[src/rtl/mux_sel_sequencer_pkg.sv]
// Shared types and default widths for the mux select sequencer.
// Build option: SKIP_INVALID_EN enables valid-gated channel switching.
package mux_seq_pkg;

  localparam int WIDTH   = 4;
  localparam int DWELL_W = 4;

  typedef enum logic [1:0] {
    IDLE = 2'd0,
    CH0  = 2'd1,
    CH1  = 2'd2
  } state_t;

endpackage

[src/rtl/mux_sel_sequencer_if.sv]
// Bundle between the sequencer and its driver/consumer.
// master drives control and channel data; slave is the sequencer.
interface mux_sel_sequencer_if #(
  parameter int WIDTH   = 4,
  parameter int DWELL_W = 4
);

  logic               en;
  logic [DWELL_W-1:0] dwell0;
  logic [DWELL_W-1:0] dwell1;
  logic [WIDTH-1:0]   ch0_data;
  logic               ch0_valid;
  logic [WIDTH-1:0]   ch1_data;
  logic               ch1_valid;
  logic [WIDTH-1:0]   in1;
  logic [WIDTH-1:0]   in2;
  logic               sel;
  logic               sel_toggle;
  logic               busy;

  modport master (
    output en, dwell0, dwell1,
    output ch0_data, ch0_valid,
    output ch1_data, ch1_valid,
    input  in1, in2, sel,
    input  sel_toggle, busy
  );

  modport slave (
    input  en, dwell0, dwell1,
    input  ch0_data, ch0_valid,
    input  ch1_data, ch1_valid,
    output in1, in2, sel,
    output sel_toggle, busy
  );

endinterface

[src/rtl/mux_sel_sequencer_dwell_counter.sv]
// Shared dwell down-counter: load wins, otherwise saturating decrement.
// Build option: SKIP_INVALID_EN (not used here).
module dwell_counter #(
  parameter int DWELL_W = 4
) (
  input  logic               clk,
  input  logic               rst,
  input  logic               load_i,
  input  logic [DWELL_W-1:0] load_val_i,
  output logic               expire_o
);

  logic [DWELL_W-1:0] cnt_q;
  logic [DWELL_W-1:0] cnt_d;

  always_comb begin
    cnt_d = cnt_q;
    if (load_i)
      cnt_d = load_val_i;
    else if (cnt_q != '0)
      cnt_d = cnt_q - 1'b1;
  end

  always_ff @(posedge clk) begin
    if (rst) cnt_q <= '0;
    else     cnt_q <= cnt_d;
  end

  assign expire_o = (cnt_q == '0);

endmodule

[src/rtl/mux_sel_sequencer.sv]
// Clocked source for the 4-bit 2:1 mux: registered in1/in2 and dwell-timed sel.
// Build option: SKIP_INVALID_EN switches channels only when the other has data.
module mux_sel_sequencer #(
  parameter int WIDTH   = mux_seq_pkg::WIDTH,
  parameter int DWELL_W = mux_seq_pkg::DWELL_W
) (
  input logic             clk,
  input logic             rst,
  mux_sel_sequencer_if.slave bus
);
  import mux_seq_pkg::*;

  state_t             state_q, state_d;
  logic [WIDTH-1:0]   in1_q, in2_q;
  logic               sel_q, tog_q, busy_q;
  logic               sel_d;
  logic               load;
  logic [DWELL_W-1:0] load_val;
  logic               expire;
  logic               go0, go1;

  function automatic logic [DWELL_W-1:0] ld(
    input logic [DWELL_W-1:0] d
  );
    return (d == '0) ? '0 : d - 1'b1;
  endfunction

`ifdef SKIP_INVALID_EN
  logic pend0_q, pend1_q;
  logic pend0_d, pend1_d;
  logic enter0, enter1;

  assign go0    = pend0_q | bus.ch0_valid;
  assign go1    = pend1_q | bus.ch1_valid;
  assign enter0 = (state_d == CH0) && (state_q != CH0);
  assign enter1 = (state_d == CH1) && (state_q != CH1);
  assign pend0_d = (pend0_q | bus.ch0_valid) & ~enter0;
  assign pend1_d = (pend1_q | bus.ch1_valid) & ~enter1;

  always_ff @(posedge clk) begin
    if (rst) begin
      pend0_q <= 1'b0;
      pend1_q <= 1'b0;
    end else begin
      pend0_q <= pend0_d;
      pend1_q <= pend1_d;
    end
  end
`else
  assign go0 = 1'b1;
  assign go1 = 1'b1;
`endif

  dwell_counter #(
    .DWELL_W (DWELL_W)
  ) u_cnt (
    .clk        (clk),
    .rst        (rst),
    .load_i     (load),
    .load_val_i (load_val),
    .expire_o   (expire)
  );

  // en=0 overrides any dwell expiry in the same cycle
  always_comb begin
    state_d  = state_q;
    load     = 1'b0;
    load_val = '0;
    if (!bus.en) begin
      state_d = IDLE;
    end else begin
      unique case (state_q)
        IDLE: begin
          state_d  = CH0;
          load     = 1'b1;
          load_val = ld(bus.dwell0);
        end
        CH0: if (expire) begin
          load = 1'b1;
          if (go1) begin
            state_d  = CH1;
            load_val = ld(bus.dwell1);
          end else begin
            load_val = ld(bus.dwell0);
          end
        end
        CH1: if (expire) begin
          load = 1'b1;
          if (go0) begin
            state_d  = CH0;
            load_val = ld(bus.dwell0);
          end else begin
            load_val = ld(bus.dwell1);
          end
        end
        default: state_d = IDLE;
      endcase
    end
  end

  assign sel_d = (state_d == CH1);

  always_ff @(posedge clk) begin
    if (rst) begin
      state_q <= IDLE;
      in1_q   <= '0;
      in2_q   <= '0;
      sel_q   <= 1'b0;
      tog_q   <= 1'b0;
      busy_q  <= 1'b0;
    end else begin
      state_q <= state_d;
      if (bus.ch0_valid) in1_q <= bus.ch0_data;
      if (bus.ch1_valid) in2_q <= bus.ch1_data;
      sel_q   <= sel_d;
      tog_q   <= sel_d ^ sel_q;
      busy_q  <= (state_d != IDLE);
    end
  end

  assign bus.in1        = in1_q;
  assign bus.in2        = in2_q;
  assign bus.sel        = sel_q;
  assign bus.sel_toggle = tog_q;
  assign bus.busy       = busy_q;

endmodule

[src/flat_wrapper.sv]
// flat-port wrapper written by rule: the top's interface ports become plain ports
module mux_sel_sequencer_flat import mux_seq_pkg::*;
#(
  parameter int WIDTH   = mux_seq_pkg::WIDTH,
  parameter int DWELL_W = mux_seq_pkg::DWELL_W
)
  (clk, rst, bus_en, bus_dwell0, bus_dwell1, bus_ch0_data, bus_ch0_valid, bus_ch1_data, bus_ch1_valid, bus_in1, bus_in2, bus_sel, bus_sel_toggle, bus_busy);
  mux_sel_sequencer_if #(.WIDTH(WIDTH), .DWELL_W(DWELL_W)) bus_i ();
  input logic clk;
  input logic rst;
  input wire logic [$bits(bus_i.en)-1:0] bus_en;
  input wire logic [$bits(bus_i.dwell0)-1:0] bus_dwell0;
  input wire logic [$bits(bus_i.dwell1)-1:0] bus_dwell1;
  input wire logic [$bits(bus_i.ch0_data)-1:0] bus_ch0_data;
  input wire logic [$bits(bus_i.ch0_valid)-1:0] bus_ch0_valid;
  input wire logic [$bits(bus_i.ch1_data)-1:0] bus_ch1_data;
  input wire logic [$bits(bus_i.ch1_valid)-1:0] bus_ch1_valid;
  output wire logic [$bits(bus_i.in1)-1:0] bus_in1;
  output wire logic [$bits(bus_i.in2)-1:0] bus_in2;
  output wire logic [$bits(bus_i.sel)-1:0] bus_sel;
  output wire logic [$bits(bus_i.sel_toggle)-1:0] bus_sel_toggle;
  output wire logic [$bits(bus_i.busy)-1:0] bus_busy;
  assign bus_i.en = bus_en;
  assign bus_i.dwell0 = bus_dwell0;
  assign bus_i.dwell1 = bus_dwell1;
  assign bus_i.ch0_data = bus_ch0_data;
  assign bus_i.ch0_valid = bus_ch0_valid;
  assign bus_i.ch1_data = bus_ch1_data;
  assign bus_i.ch1_valid = bus_ch1_valid;
  assign bus_in1 = bus_i.in1;
  assign bus_in2 = bus_i.in2;
  assign bus_sel = bus_i.sel;
  assign bus_sel_toggle = bus_i.sel_toggle;
  assign bus_busy = bus_i.busy;
  mux_sel_sequencer #(.WIDTH(WIDTH), .DWELL_W(DWELL_W)) u_core (.clk(clk), .rst(rst), .bus(bus_i));
endmodule
[config.mk]
export PLATFORM = sky130hd
export DESIGN_NAME = mux_sel_sequencer_flat
export DESIGN_NICKNAME = d
export VERILOG_FILES = /design/src/rtl/mux_sel_sequencer_pkg.sv /design/src/rtl/mux_sel_sequencer_if.sv /design/src/rtl/mux_sel_sequencer_dwell_counter.sv /design/src/rtl/mux_sel_sequencer.sv /design/src/flat_wrapper.sv
export SDC_FILE = /design/constraint.sdc
export NUM_CORES = 1
export LEC_CHECK = 0
export ABC_CLOCK_PERIOD_IN_PS = 2500
export CAP_MARGIN = 20
export CORE_ASPECT_RATIO = 1.1
export CORE_MARGIN = 1.5
export CORE_UTILIZATION = 60
export DETAILED_ROUTE_END_ITERATION = 7
export DONT_BUFFER_PORTS = 1
export GPL_ROUTABILITY_DRIVEN = 1
export GPL_TIMING_DRIVEN = 1
export PLACE_DENSITY = 0.82
export REMOVE_ABC_BUFFERS = 1
export SETUP_SLACK_MARGIN = 0.05
export SYNTH_ARGS = -nofsm -noshare
export SYNTH_HDL_FRONTEND = slang
export SYNTH_SLANG_ARGS = --single-unit
[constraint.sdc]
create_clock -name clk -period 2.5 [get_ports clk]
set_input_delay 0.625 -clock clk [delete_from_list [all_inputs] [get_ports clk]]
set_output_delay 0.625 -clock clk [all_outputs]
set_load 0.02 [all_outputs]
; ---- Word level (Yosys, flattened, before mapping)
; Index checks and enable logic that the tools add are counted.
[op_classes]
bitwise_logic = 1
addsub = 3
n_reduce_logical = 8
n_eq_ne = 3
mux = 15
[op_table]
columns = op, n
row1 = 4-bit 2-to-1 mux, 7
row2 = 4-bit logical NOT, 3
row3 = 4-bit one-hot mux with 3 select lines, 1
row4 = 4-bit by 1-bit subtractor with 4-bit output (second input constant), 3
row5 = 2-bit 2-to-1 mux, 3
row6 = 2-bit one-hot mux with 3 select lines, 1
row7 = 2-bit equality test (second input constant), 2
row8 = 2-bit nonzero test, 2
row9 = 4-bit nonzero test, 1
row10 = 2-bit by 1-bit equality test with 1-bit output (second input constant), 1
row11 = 2-bit logical NOT, 1
row12 = 1-bit 2-to-1 mux, 2
row13 = 1-bit one-hot mux with 2 select lines, 1
row14 = 2-bit OR reduction, 1
row15 = 1-bit bitwise XOR, 1
[word_totals]
out_inout_bits = 11
in_bits = 21
regBits = 17

; ---- Logic depth before layout (Yosys ltp)
[depth]
ltp_word = 6
mapped_depth = 7

; ---- By module
; A second synthesis with hierarchy kept.
[unflattened]
hier_cells = 105
area_unflattened_um2 = 969.7
[modules_own_cells]
columns = module, cells_each, area_each_um2, n_inst
row1 = mux_sel_sequencer, 81, 740.7, 1
row2 = dwell_counter, 24, 229.0, 1

; ---- Worst setup path after synthesis
; No wires, ideal clock.
[synth_timing]
path_kind = register to register
startpoint = reg u_core.u_cnt.cnt_q[0]
endpoint = reg u_core.tog_q (netlist: u_core.bus.sel_toggle)
setup_ns = 0.121
arrival_time_ns = 1.660
stages_incl_launch_ff = 8
slack_ns = 0.719
period_less_slack_ns = 1.781
n_path_buf = 1
required_ns = 2.379
path_cell_list = dfxtp_1 > inv_1 > ha_1 > or3b_1 > buf_6 > nor2_1 > a2111oi_2 > mux2_4
[synth_between]
elab_chain_cells = 6
elab_cells_between_ends = 7
classes_between = 1 x eq/ne / 4 x mux / 1 x bitwise / 1 x reduce/logical
[synth_rtl]
columns = element, line_no
row1 = "start, declared", mux_sel_sequencer_dwell_counter.sv:13  ; logic [DWELL_W-1:0] cnt_q;
row2 = "start signal, assigned", mux_sel_sequencer_dwell_counter.sv:26  ; else cnt_q <= cnt_d;
row3 = 4-bit logical NOT (*), mux_sel_sequencer_dwell_counter.sv:29  ; assign expire_o = (cnt_q == '0);
row4 = "2-bit 2-to-1 mux, on equally long branches", "mux_sel_sequencer.sv:87, mux_sel_sequencer.sv:78"
row5 = 2-bit one-hot mux with 3 select lines (*), mux_sel_sequencer.sv:72  ; unique case (state_q)
row6 = 2-bit 2-to-1 mux (*), mux_sel_sequencer.sv:69  ; if (!bus.en) begin
row7 = 2-bit equality test (*), mux_sel_sequencer.sv:101  ; assign sel_d = (state_d == CH1);
row8 = 1-bit bitwise XOR (*), mux_sel_sequencer.sv:116  ; tog_q <= sel_d ^ sel_q;
row9 = "end signal, assigned", mux_sel_sequencer.sv:116
row10 = "end, declared", mux_sel_sequencer.sv:15  ; logic sel_q, tog_q, busy_q;
; Mark *: on every way between the ends. The rest lies on a longest branch, timed or not.
; A chain may end at the register's enable or synchronous reset.

; ---- Final worst setup path
; Same ends and word-level chain as after synthesis.

==> flow_summary.yaml <==
global_routing:
  antenna_found_initial: 0
  met2_usage_pct: 30.77
  grt_pass1_vias: 671
  grt_pass1_wl_um: 2532
  track_usage_pct: 17.17
  top_usage_layer: "met2"
  overflow: 0
  grt_max_degree: 18
  met3_usage_pct: 1.176
  grtUsageMet1_pct: 19.57
routing:
  post_drt_wl_per_cell_um: 12.55
  num_vias: 739
  drc: 0
  drt_wl_total_um: 1569
  drt_iter0_drc: 10
  dr.pass1.iters: 4
  vias_per_cell: 5.912
  drt.antenna.violating_nets: 0
hold_path:
  min_path_type: "in2reg"
  min_path_cells: 1
synthesis:
  yosys_warnings: 0
  syn_inst: 109
  synth.distinct_cells: 35
  synth_edf_count: 0
  synth_largest_area_cell: "dfxtp_1"
  ys_async_sr_fraction_pct: 0
  syn_area_um2: 1018
  yosysSeqAreaShare_pct: 33.42
  synth-seq-cells: 17
  syn_area_per_cell_um2: 9.344
  yosys-top-cells-area: "dfxtp_1, ha_1, mux2i_1, nor2_1, inv_1"
  synth_top_area_share_pct: 33.42
  synth_ff_type: "dfxtp_1"
  synth.most_common_cell: "dfxtp_1"
  synth_common_cells: "dfxtp_1, nor2_1, mux2i_1"
timing:
  finalSetupViolCount: 0
  tightest_slew_ns: 0.3682
  finalHoldViolations: 0
  rsz0062_at_grt: "no"
  min_period_ns: 2.016
  fin_ws_ns: 0.4841
  hold_slack_ns: 0.3957
  slew_headroom_pct: 75.45
  fin_crit_sh_pct: 80.64
  fin_worst_skew_ns: 0.003605
  slew_viol_final: 0
  tns_ns: 0
  achievable-frequency_mhz: 496.1
critical_path:
  critPathTopFamily: "simple AND/OR/NAND/NOR gates"
  crit_chain: "inv_1, ha_1, or3b_1, nor2_1, a2111oi_2, mux2_4"
  cp_slowest_cell: "a2111oi_2"
  reg2reg_depth: 6
  cp.required_ns: 2.68
  startpoint_type: "register"
  arrival_ns: 2.20
  critPathMaxFanout: 6
  cp_slowest_stage_delay_ns: 0.41
  reg2reg_from: "u_core.u_cnt.cnt_q[0]"
  crit_path_start: "u_core.u_cnt.cnt_q[0]"
  reg2reg_setup_slack_ns: 0.48
  endpoint: "u_core.bus.sel_toggle"
  critical_path_class: "reg2reg"
  cp.depth: 6
  r2r-end: "u_core.bus.sel_toggle"
  worstSetupEndpointType: "register"
  path_buf_inv: 1
final_layout:
  antenna_cells: 0
  fill_cells: 143
  syn2layout_area_growth_pct: 1.474
  multi_input_area_um2: 611.8
  final_util_pct: 65.56
  seqCellArea_um2: 340.3
  drive_gt1_share_pct: 10.19
  nets: 139
clock_tree:
  cts_buffer_depth: 2
  root_buffer: "clkbuf_4"
  tritoncts: "done"
  cts_resized: 0
  cts_setup_buffers: 0
  cts_sinks: 17
  htree_levels: 1
  hold_buffers: 0
  path_clk_slew_ns: 0.09
  worstSkewPairLatency_ns: 0.29
  numCtsBuffers: 3
pwr:
  p_leak_nw: 0.4534
  ir_worst_vdd_mv: 0.3321
  power_density_nw_per_um2: 638.5
floorplanning:
  dieWidth_um: 42.28
  start_util_pct: 64.60
  die_area_um2: 1954
  std_cell_rows: 15
  coreArea_um2: 1577
  fp.dieH_um: 46.21
  io_pins: 32
placed_design:
  hpwl_um: 1284
  gp_congestion: 0.8582
  io_buffers: 0
  dpl_worst_slack_ns: 0.4996
run:
  drv_cap: 0
outcome:
  status: "complete, no violations"
[worst min path at each step]
| stage | start | end | slack (ns) |
|---|---|---|---|
| after CTS | rst | u_core.bus.in2[0] | 0.38 |
| after global placement | u_core.bus.in1[2] | u_core.bus.in1[2] | 0.59 |
| final | rst | u_core.bus.in2[0] | 0.40 |
| after detailed placement | u_core.bus.in2[0] | u_core.bus.in2[0] | 0.60 |
| after global routing | rst | u_core.bus.in1[1] | 0.38 |
| after floorplan | u_core.u_cnt.cnt_q[0] | u_core.u_cnt.cnt_q[0] | 0.57 |
[registers in the layout, indices dropped and copies added (netlist names)]
name / flops
u_core.bus.busy: 1
u_core.bus.sel_toggle: 1
u_core.bus.in2: 4
u_core.state_q: 2
u_core.u_cnt.cnt_q: 4
u_core.bus.sel: 1
u_core.bus.in1: 4
[power breakdown]
| part | switching (W) | internal, W |
|---|---|---|
| Clock | 0.0000806 | 0.0000620 |
| Sequential | 0.0000344 | 0.000297 |
| Combinational | 0.000104 | 0.0000820 |
[cell type report]
cell class	count	share of cell area, %
multi-input combinational	78	59.20
inverter	9	3.269
sequential	17	32.93
clock buffer	4	2.542
tap	17	2.058
[kinds of logic (layout without fill, tap and decap cells)]
logic type	Yosys count	count (layout)	synth area share, %
XOR/XNOR	2	2	1.720
buffers and inverters	14	13	6.511
AO/OA/AOI/OAI	16	16	13.88
AND/OR/NAND/NOR	39	39	21.01
multiplexers	12	12	12.41
adder cells (fa/ha/maj)	9	9	11.06
flip-flops	17	17	33.42
[layout by cell type, fill, tap and decap left out, drive strengths merged]
master,Yosys,layout
dfxtp,17,17
nor2,16,16
mux2i,10,10
inv,9,9
ha,9,9
a21oi,5,5
clkbuf,0,4
nor3,3,3
or3,3,3
nor2b,3,3
nand2,3,3
a311oi,3,3
xor2,2,2
a211oi,2,2
o21ai,2,2
nand3,2,2
nor3b,2,2
mux2,2,2
nand4bb,1,1
nand2b,1,1
or3b,1,1
a21o,1,1
a32oi,1,1
nor4,1,1
o21bai,1,1
a2111oi,1,1
and2,1,1
nand3b,1,1
and2b,1,1
[per-layer routing]
| layer | part of all wire, % | vias to the layer above |
|---|---|---|
| li1 | - | 372 |
| met1 | 42 | 332 |
| met2 | 50 | 31 |
| met3 | 6.5 | 4 |
| met4 | 1.8 | 0 |
| met5 | 0 | - |
[metrics by stage]
step / total power [W] / std cells / area (um2)
after floorplan: 0.0004916 / 104 / 985.9
after global placement: 0.0005174 / 121 / 1007
after detailed placement: 0.0005239 / 121 / 1007
after CTS: 0.0006685 / 125 / 1033
after global routing: 0.0007011 / 125 / 1033
final: 0.0006599 / 125 / 1033
(Power assumes the default switching activity.)
